[config.mk]
export PLATFORM = sky130hd
export DESIGN_NAME = uart_tx_arbiter
export DESIGN_NICKNAME = d
export VERILOG_FILES = /design/src/rtl/uart_pkg.sv /design/src/rtl/rr_arbiter4.sv /design/src/rtl/uart_tx_arbiter.sv
export SDC_FILE = /design/constraint.sdc
export NUM_CORES = 1
export LEC_CHECK = 0
export CAP_MARGIN = 40
export CORE_MARGIN = 2
export CORE_UTILIZATION = 50
export CTS_CLUSTER_DIAMETER = 30
export DETAILED_ROUTE_END_ITERATION = 10
export PLACE_DENSITY_LB_ADDON = 0.3
export SLEW_MARGIN = 40
export SYNTH_ARGS = -nofsm -noshare
export SYNTH_HDL_FRONTEND = slang
export SYNTH_SLANG_ARGS = --single-unit
[constraint.sdc]
create_clock -name clk -period 5.06 [get_ports clk]
set_input_delay 1.012 -clock clk [delete_from_list [all_inputs] [get_ports clk]]
set_output_delay 1.012 -clock clk [all_outputs]
set_load 0.005 [all_outputs]
[src/rtl/uart_pkg.sv]
// Shared types for the UART TX arbiter: channel codes, FSM states, channel count.
package uart_pkg;

  localparam int N_CH = 4;

  typedef enum logic [1:0] {
    CH_GAME   = 2'd0,
    CH_MOUSE  = 2'd1,
    CH_GLOVES = 2'd2,
    CH_SCORE  = 2'd3
  } ch_e;

  typedef enum logic [1:0] {
    ST_IDLE  = 2'd0,
    ST_WRITE = 2'd1,
    ST_GAP   = 2'd2
  } state_e;

endpackage

[src/rtl/rr_arbiter4.sv]
// Combinational 4-way round-robin: searches from (last+1) mod 4 upward, last itself lowest.
module rr_arbiter4
  import uart_pkg::*;
(
  input  logic [N_CH-1:0] req,
  input  logic [1:0]      last,
  output logic [1:0]      gnt,
  output logic            valid
);

  always_comb begin
    gnt   = last;
    valid = |req;
    // Walk from farthest to nearest so the nearest requester after 'last' wins.
    for (int k = N_CH; k >= 1; k--) begin
      if (req[last + 2'(k)]) gnt = last + 2'(k);
    end
  end

endmodule

[src/rtl/uart_tx_arbiter.sv]
// Change-driven byte arbiter feeding a UART TX FIFO; one byte per 3 cycles at most.
// Optional periodic full resend of all channels when UART_REFRESH_EN is defined.
module uart_tx_arbiter
  import uart_pkg::*;
#(
  parameter int unsigned REFRESH_CYCLES = 65_000_000
) (
  input  logic       clk,
  input  logic       rst,
  input  logic       tx_full,
  input  logic [7:0] data_game_state_sel,
  input  logic [7:0] data_mouse_control,
  input  logic [7:0] data_gloves_control,
  input  logic [7:0] data_score_control,
  output logic       wr_uart,
  output logic [7:0] w_data,
  output logic [1:0] grant_ch
);

  logic [7:0]      w_din [N_CH];
  logic [7:0]      r_din [N_CH];
  logic [7:0]      r_last [N_CH];
  logic [N_CH-1:0] r_pend;
  logic [N_CH-1:0] w_pend_next;
  logic [N_CH-1:0] w_clear;
  state_e          r_state;
  state_e          w_state_next;
  ch_e             r_grant;
  logic [7:0]      r_wdata;
  logic [1:0]      w_gnt;
  logic            w_gnt_valid;
  logic            w_take;
  logic            w_refresh;

  assign w_din[0] = data_game_state_sel;
  assign w_din[1] = data_mouse_control;
  assign w_din[2] = data_gloves_control;
  assign w_din[3] = data_score_control;

`ifdef UART_REFRESH_EN
  localparam int CNT_W = (REFRESH_CYCLES > 1) ? $clog2(REFRESH_CYCLES) : 1;
  logic [CNT_W-1:0] r_refresh_cnt;

  assign w_refresh = (r_refresh_cnt == CNT_W'(REFRESH_CYCLES - 1));

  always_ff @(posedge clk) begin
    if (rst || w_refresh) r_refresh_cnt <= '0;
    else                  r_refresh_cnt <= r_refresh_cnt + 1'b1;
  end
`else
  assign w_refresh = 1'b0;
`endif

  // The channel being written compares against the byte it is committing, so a
  // change that slipped in after capture re-arms pending without a gap.
  for (genvar gi = 0; gi < N_CH; gi++) begin : g_ch
    logic [7:0] w_last_eff;
    assign w_clear[gi]     = (r_state == ST_WRITE) && (r_grant == 2'(gi));
    assign w_last_eff      = w_clear[gi] ? r_wdata : r_last[gi];
    assign w_pend_next[gi] = (r_pend[gi] & ~w_clear[gi])
                           | (r_din[gi] != w_last_eff)
                           | w_refresh;
  end

  always_ff @(posedge clk) begin
    if (rst) begin
      r_pend <= '0;
      for (int i = 0; i < N_CH; i++) begin
        r_din[i]  <= 8'h00;
        r_last[i] <= 8'h00;
      end
    end else begin
      r_pend <= w_pend_next;
      for (int i = 0; i < N_CH; i++) begin
        r_din[i] <= w_din[i];
        if (w_clear[i]) r_last[i] <= r_wdata;
      end
    end
  end

  rr_arbiter4 u_rr (
    .req   (r_pend),
    .last  (r_grant),
    .gnt   (w_gnt),
    .valid (w_gnt_valid)
  );

  always_comb begin
    w_state_next = r_state;
    w_take       = 1'b0;
    wr_uart      = 1'b0;
    case (r_state)
      ST_IDLE: begin
        if (w_gnt_valid && !tx_full) begin
          w_take       = 1'b1;
          w_state_next = ST_WRITE;
        end
      end
      ST_WRITE: begin
        wr_uart      = 1'b1;
        w_state_next = ST_GAP;
      end
      ST_GAP:  w_state_next = ST_IDLE;
      default: w_state_next = ST_IDLE;
    endcase
  end

  always_ff @(posedge clk) begin
    if (rst) begin
      r_state <= ST_IDLE;
      r_grant <= CH_SCORE;
      r_wdata <= 8'h00;
    end else begin
      r_state <= w_state_next;
      if (w_take) begin
        r_grant <= ch_e'(w_gnt);
        r_wdata <= r_din[w_gnt];
      end
    end
  end

  assign w_data   = r_wdata;
  assign grant_ch = r_grant;

endmodule

; Yosys cells after proc, flatten, opt, wreduce, memory -nomap -nowiden
; Memories as Yosys holds them, arrays and structs flattened. A register that Yosys moved wholly into a read port is not among the register bits.
; Cells that the tools add are included.
[totals]
reg_bits = 8
ram_bits = 64
in_bits = 35
output_inout_bits = 11
memories = 2
[classes]
addsub = 3
magnitude_cmp = 3
n_eq_ne = 9
muxes = 41
n_bitwise = 20
reduce_logical = 9
[mem_list]
columns = memory, depth, word_bits, read_ports, rd_clocked_by_memory_dff, wr, line
row1 = r_din, 4, 8, 5, 1, 4, uart_tx_arbiter.sv:21  ; logic [7:0] r_din [N_CH];
row2 = r_last, 4, 8, 4, 0, 4, uart_tx_arbiter.sv:22  ; logic [7:0] r_last [N_CH];
[op_table]
columns = operator, n
row1 = 8-bit two-way mux, 12
row2 = 8-bit inequality test, 4
row3 = 1-bit two-way mux, 21
row4 = 1-bit bitwise OR, 12
row5 = "2-bit by 3-bit < comparator with 1-bit output, second input constant", 3
row6 = 2-bit two-way mux, 4
row7 = 1-bit binary-select mux with 2-bit select, 3
row8 = 1-bit logical AND, 5
row9 = "2-bit adder, second input constant", 2
row10 = 1-bit bitwise AND, 4
row11 = "2-bit by 1-bit equality test with 1-bit output, second input constant", 2
row12 = "2-bit equality test, second input constant", 2
row13 = 2-bit zero test, 2
row14 = 1-bit NOT, 4
row15 = 2-bit one-hot mux with 2 select lines, 1
row16 = 4-bit OR reduction, 1
row17 = "2-bit by 1-bit adder with 2-bit output, second input constant", 1
row18 = "2-bit inequality test, second input constant", 1
row19 = 1-bit zero test, 1

; Logic depth before layout (Yosys ltp)
[logic_depth]
ltp_word = 6
mapped_depth = 10

; Cells and area by module
; A second synthesis with hierarchy kept.
[unflattened]
cells_unflattened = 372
hier_area_um2 = 3816.2
[by_module_without_submodules]
columns = module, instances, cells_each, area_each_um2
row1 = uart_tx_arbiter, 1, 358, 3733.6
row2 = rr_arbiter4, 1, 14, 82.6

; Least setup slack after synthesis
; OpenSTA, ideal clock, no wires.
[synth_timing]
kind = reg-to-reg
start = register r_grant[0] (netlist: grant_ch[0])
end = register r_wdata[0] (netlist: w_data[0]) (read register of r_din)
setup_ns = 0.117
arrival_ns = 2.374
required_ns = 4.943
setup_slack_ns = 2.569
path_stages_with_launch = 10
path_buffers = 2
period_less_slack_ns = 2.491
path_cell_list = dfxtp_1 buf_6 inv_1 ha_1 nand2_1 o21ai_0 nor3_1 dlygate4sd1_1 o221ai_1 a32o_1
[synth_via]
elab_chain_len = 6
word_cells_on_any_way = 12
[synth_lines]
columns = element, line
row1 = "start, declared", uart_tx_arbiter.sv:28  ; ch_e r_grant;
row2 = "start signal, assigned", uart_tx_arbiter.sv:116  ; r_grant <= ch_e'(w_gnt);
row3 = 2-bit adder, rr_arbiter4.sv:16  ; if (req[last + 2'(k)]) gnt = last + 2'(k);
row4 = 1-bit binary-select mux with 2-bit select, rr_arbiter4.sv:16
row5 = 1-bit two-way mux (implied by the code), rr_arbiter4.sv:16
row6 = 2-bit two-way mux (2 in series), rr_arbiter4.sv:16
row7 = 2-bit two-way mux *, rr_arbiter4.sv:16
row8 = "end, declared", uart_tx_arbiter.sv:29  ; logic [7:0] r_wdata;
; Every way passes the cells marked *; elsewhere a longest branch is shown, timed or not. The select of a mux whose other input is x is not followed.
; A chain may end at the register's enable or synchronous reset.

; Worst setup path in the final report
[layout_timing]
start = register r_grant[0] (netlist: grant_ch[0])
end = register r_wdata[2] (netlist: w_data[2]) (read register of r_din)
; Same word-level chain as after synthesis.

==> summary.md <==
| Metric | Value |
|---|---|
| Pwr per Cell Area | `331 nW/um^2` |
| Distinct cells, synth | `45` |
| Fin util | `0.603` |
| Number of synthesized register bits | `80` |
| Final Hold Viols | `0` |
| CTS tree | `yes` |
| Cell family with most CP delay | `compound AO/OA/AOI/OAI gates` |
| Total design power | `1.54 mW` |
| Final Max Slew Viols | `0` |
| Post-synth top area share | `0.240` |
| Slew @ Worst Pin | `roughly 730 ps` |
| TritonCTS Buffers | `9` |
| Largest area contributor in the netlist | `dfxtp_1` |
| Total negative slack | `0 ps` |
| Drt first pass iters | `6` |
| Layout cells sized above 1 | `0.0592` |
| Sw Ratio | `0.275` |
| Static leakage | `about 1.9 nW` |
| Post-synthesis sequential area ratio | `0.480` |
| Synth warnings | `0` |
| Critical path buffer and inverter count | `1` |
| Switching power | `0.424 mW` |
| Starting Density | `0.518` |
| Worst-path clk slew | `approximately 80 ps` |
| Row cnt | `32` |
| Synthesized area per cell | `about 10 sq um` |
| Peak fanout along the critical path | `17` |
| Fin crit period | `3240 ps` |
| Layout Skew | `7.88 ps` |
| GRT overflow | `0` |
| Internal power | `~1.1 mW` |
| Post-Layout Cell Count | `about 520` |
| Crit. End Element | `flop` |
| Largest net degree at the start of global routing | `between 50 and 60` |
| Worst VDD drop | `between 0.00015 and 0.0002 V` |
| Initial antenna violation count | `0` |
| Period utilization | `0.641` |
| Crit-path cells | `inv_1 > ha_1 > nor2b_1 > o311ai_4 > o31a_1 > o221ai_1 > a32o_1` |
| Post-synthesis adder-cell area fraction | `0.0125` |
| PortBufs | `45` |
| H-Tree Depth | `3` |
| Width of the die | `93.5 um` |
| Post-CTS Resized | `0` |
| Io pins | `46` |
| Area delta synth->final | `16.4%` |
| Routed WL | `slightly above 9 mm` |
| Global-route usage over all layers | `0.222` |
| Mapped Cells | `approximately 380` |
| Nets | `approximately 460` |
| Post-CTS setup buffers | `0` |
| Max frequency | `between 300 and 400 MHz` |
| Die ar. | `around 8700 sq um` |
| DRC | `0` |
| Vias | `roughly 2,900` |
| Clock Sinks | `80` |
| Setup CP Type | `flop to flop` |
| Compound-Gate Fraction of Synth Area | `0.121` |
| Die H | `around 94 um` |
| Dominant cells by area after synthesis | `dfxtp_1 (24%), edfxtp_1 (24%), mux2i_1 (6.5%)` |
| CTS Hold Bufs | `0` |
| Ant diodes | `0` |
| CTS Buffer Depth | `2` |
| Combinational family with the most area after synthesis | `simple AND/OR/NAND/NOR gates` |
| Grt met1 use | `0.287` |
| Drt via density | `5.55` |
| CORE AREA | `between 7000 and 8000 sq um` |
| Global-route wire length before repair | `14.8 mm` |
| Min-delay worst type | `flop to flop` |
| Post-synthesis mux area share | `0.0706` |
| Post-synth EDFFs | `32` |
| Placed Cells incl. Taps | `~510` |
| Synth Flop Type | `dfxtp_1` |
| Post-route ant nets | `0` |
| Most frequent cell after synthesis | `dfxtp_1` |
| Clk_lat worst skew | `about 340 ps` |
| Post-synthesis async set-or-reset flop share | `0` |
| Synthesized area | `~4000 sq um` |
| Starting DRT DRC Count | `~250` |
| Synth Area in Simple Gates | `0.189` |
| Critical path's slowest cell | `dfxtp_1` |
| CTS root buf | `clkbuf_8` |
| Max Cap Viol | `0` |
| Critical Path RT | `between 5000 and 6000 ps` |
| Startpoint types | `flop` |
| Post-DP HPWL | `about 6.5 mm` |
| Most frequent cells after synthesis | `dfxtp_1 (48), nor2b_1 (38), edfxtp_1 (32)` |
| Combinational share of power | `0.177` |
| Vias in the first global route | `around 2,900` |
| Delay of the slowest cell on the worst path | `roughly 660 ps` |
| Synth Area in XOR/XNOR | `0.0700` |
| Syn_nets | `422` |
| GR met2 Demand/Resource | `0.380` |
| GRT busiest layer | `met2` |
| Setup Viol. Count Final | `0` |
| RePlAce Congestion | `a little under 0.9` |
| CP arrival | `around 3500 ps` |
| Sequential share of power | `0.498` |
| Wire per inst | `~18 um` |
| Grt met3 use | `0.0355` |
| Slew Limit Headroom | `0.510` |
| RSZ-0062 raised after global routing | `no` |
| Outcome | `finished, final reports clean` |
| Clock power share | `0.326` |
[sequential cells by signal, summed over array words and instances, names as in the netlist]
signal / flops
grant_ch: 2
r_pend: 4
r_din: 32
r_last: 32
r_state: 2
w_data: 8
[logic make-up after synthesis]
kind of cell / after synthesis
buffers and inverters: 47
adder cells (fa/ha/maj): 4
AND/OR/NAND/NOR: 138
flip-flops: 80
XOR/XNOR: 32
multiplexers: 27
AO/OA/AOI/OAI: 55
[worst min-delay path: cells and delay by family (launching register included)]
kind	cells	cell delay, ps
flops	1	330
compound gates	2	220
[through the flow]
stage / setup slack, ps / instance area [sq um] / hold WS (ps)
global route: 1580 / 4660 / 644
detailed placement: 1860 / 4450 / 590
finish: 1820 / 4660 / 608
global placement: 2020 / 4450 / 574
CTS: 1860 / 4660 / 604
floorplan: 2570 / 4010 / 522
[power groups by stage]
stage	clock, mW	sequential, mW	combinational [mW]
5_1_grt	0.540	0.773	0.297
4_1_cts	0.513	0.767	0.272
3_3_place_gp	0	0.780	0.262
3_5_place_dp	0	0.782	0.271
2_1_floorplan	0	0.747	0.212
6_report	0.502	0.768	0.273
[final timing paths]
path                       startpoint  cells past startpoint                     end  slack (ps)
max reg2reg  grant_ch[0]$_SDFFE_PP1P_                      7  w_data[2]$_SDFFE_PP0P_        1820
min reg2reg    r_din[1][5]$_SDFF_PP0_                      2    r_pend[1]$_SDFF_PP0_         610
min            r_din[1][5]$_SDFF_PP0_                      2    r_pend[1]$_SDFF_PP0_         610
max          grant_ch[0]$_SDFFE_PP1P_                      7  w_data[2]$_SDFFE_PP0P_        1820
[cells in the final DEF (no fill, tap or decap), drive strengths merged, types with 3 or more instances in the layout]
cell type / n
a32o: 6
a31o: 3
nor2: 24
nor3: 5
ha: 4
xor2: 8
clkdlybuf4s50: 44
clkbuf: 10
inv: 24
a31oi: 3
nor2b: 38
nand3b: 4
a32oi: 4
dfxtp: 48
xnor2: 24
mux2i: 26
o21ai: 3
nand2b: 8
and2: 18
o221ai: 16
and3: 8
edfxtp: 32
nor4: 4
a311oi: 4
and2b: 5
a21oi: 7
nand2: 21
[metal layers]
layer  vias to the layer above  wire (um)
li1                       1399          -
met1                      1402       3950
met4                         0        153
met5                         -          0
met2                        97       4610
met3                        11        545
[layout make-up]
type,count,area [sq um]
Sequential cell,80,1920
Clock buffer,10,128
Fill cell,651,3070
Timing Repair Buffer,46,455
Multi-Input combinational cell,256,1860
Tap cell,102,128
Inverter,24,90.1
Clock inverter,6,83.8
No activity file was read; power rests on OpenSTA's default activity.
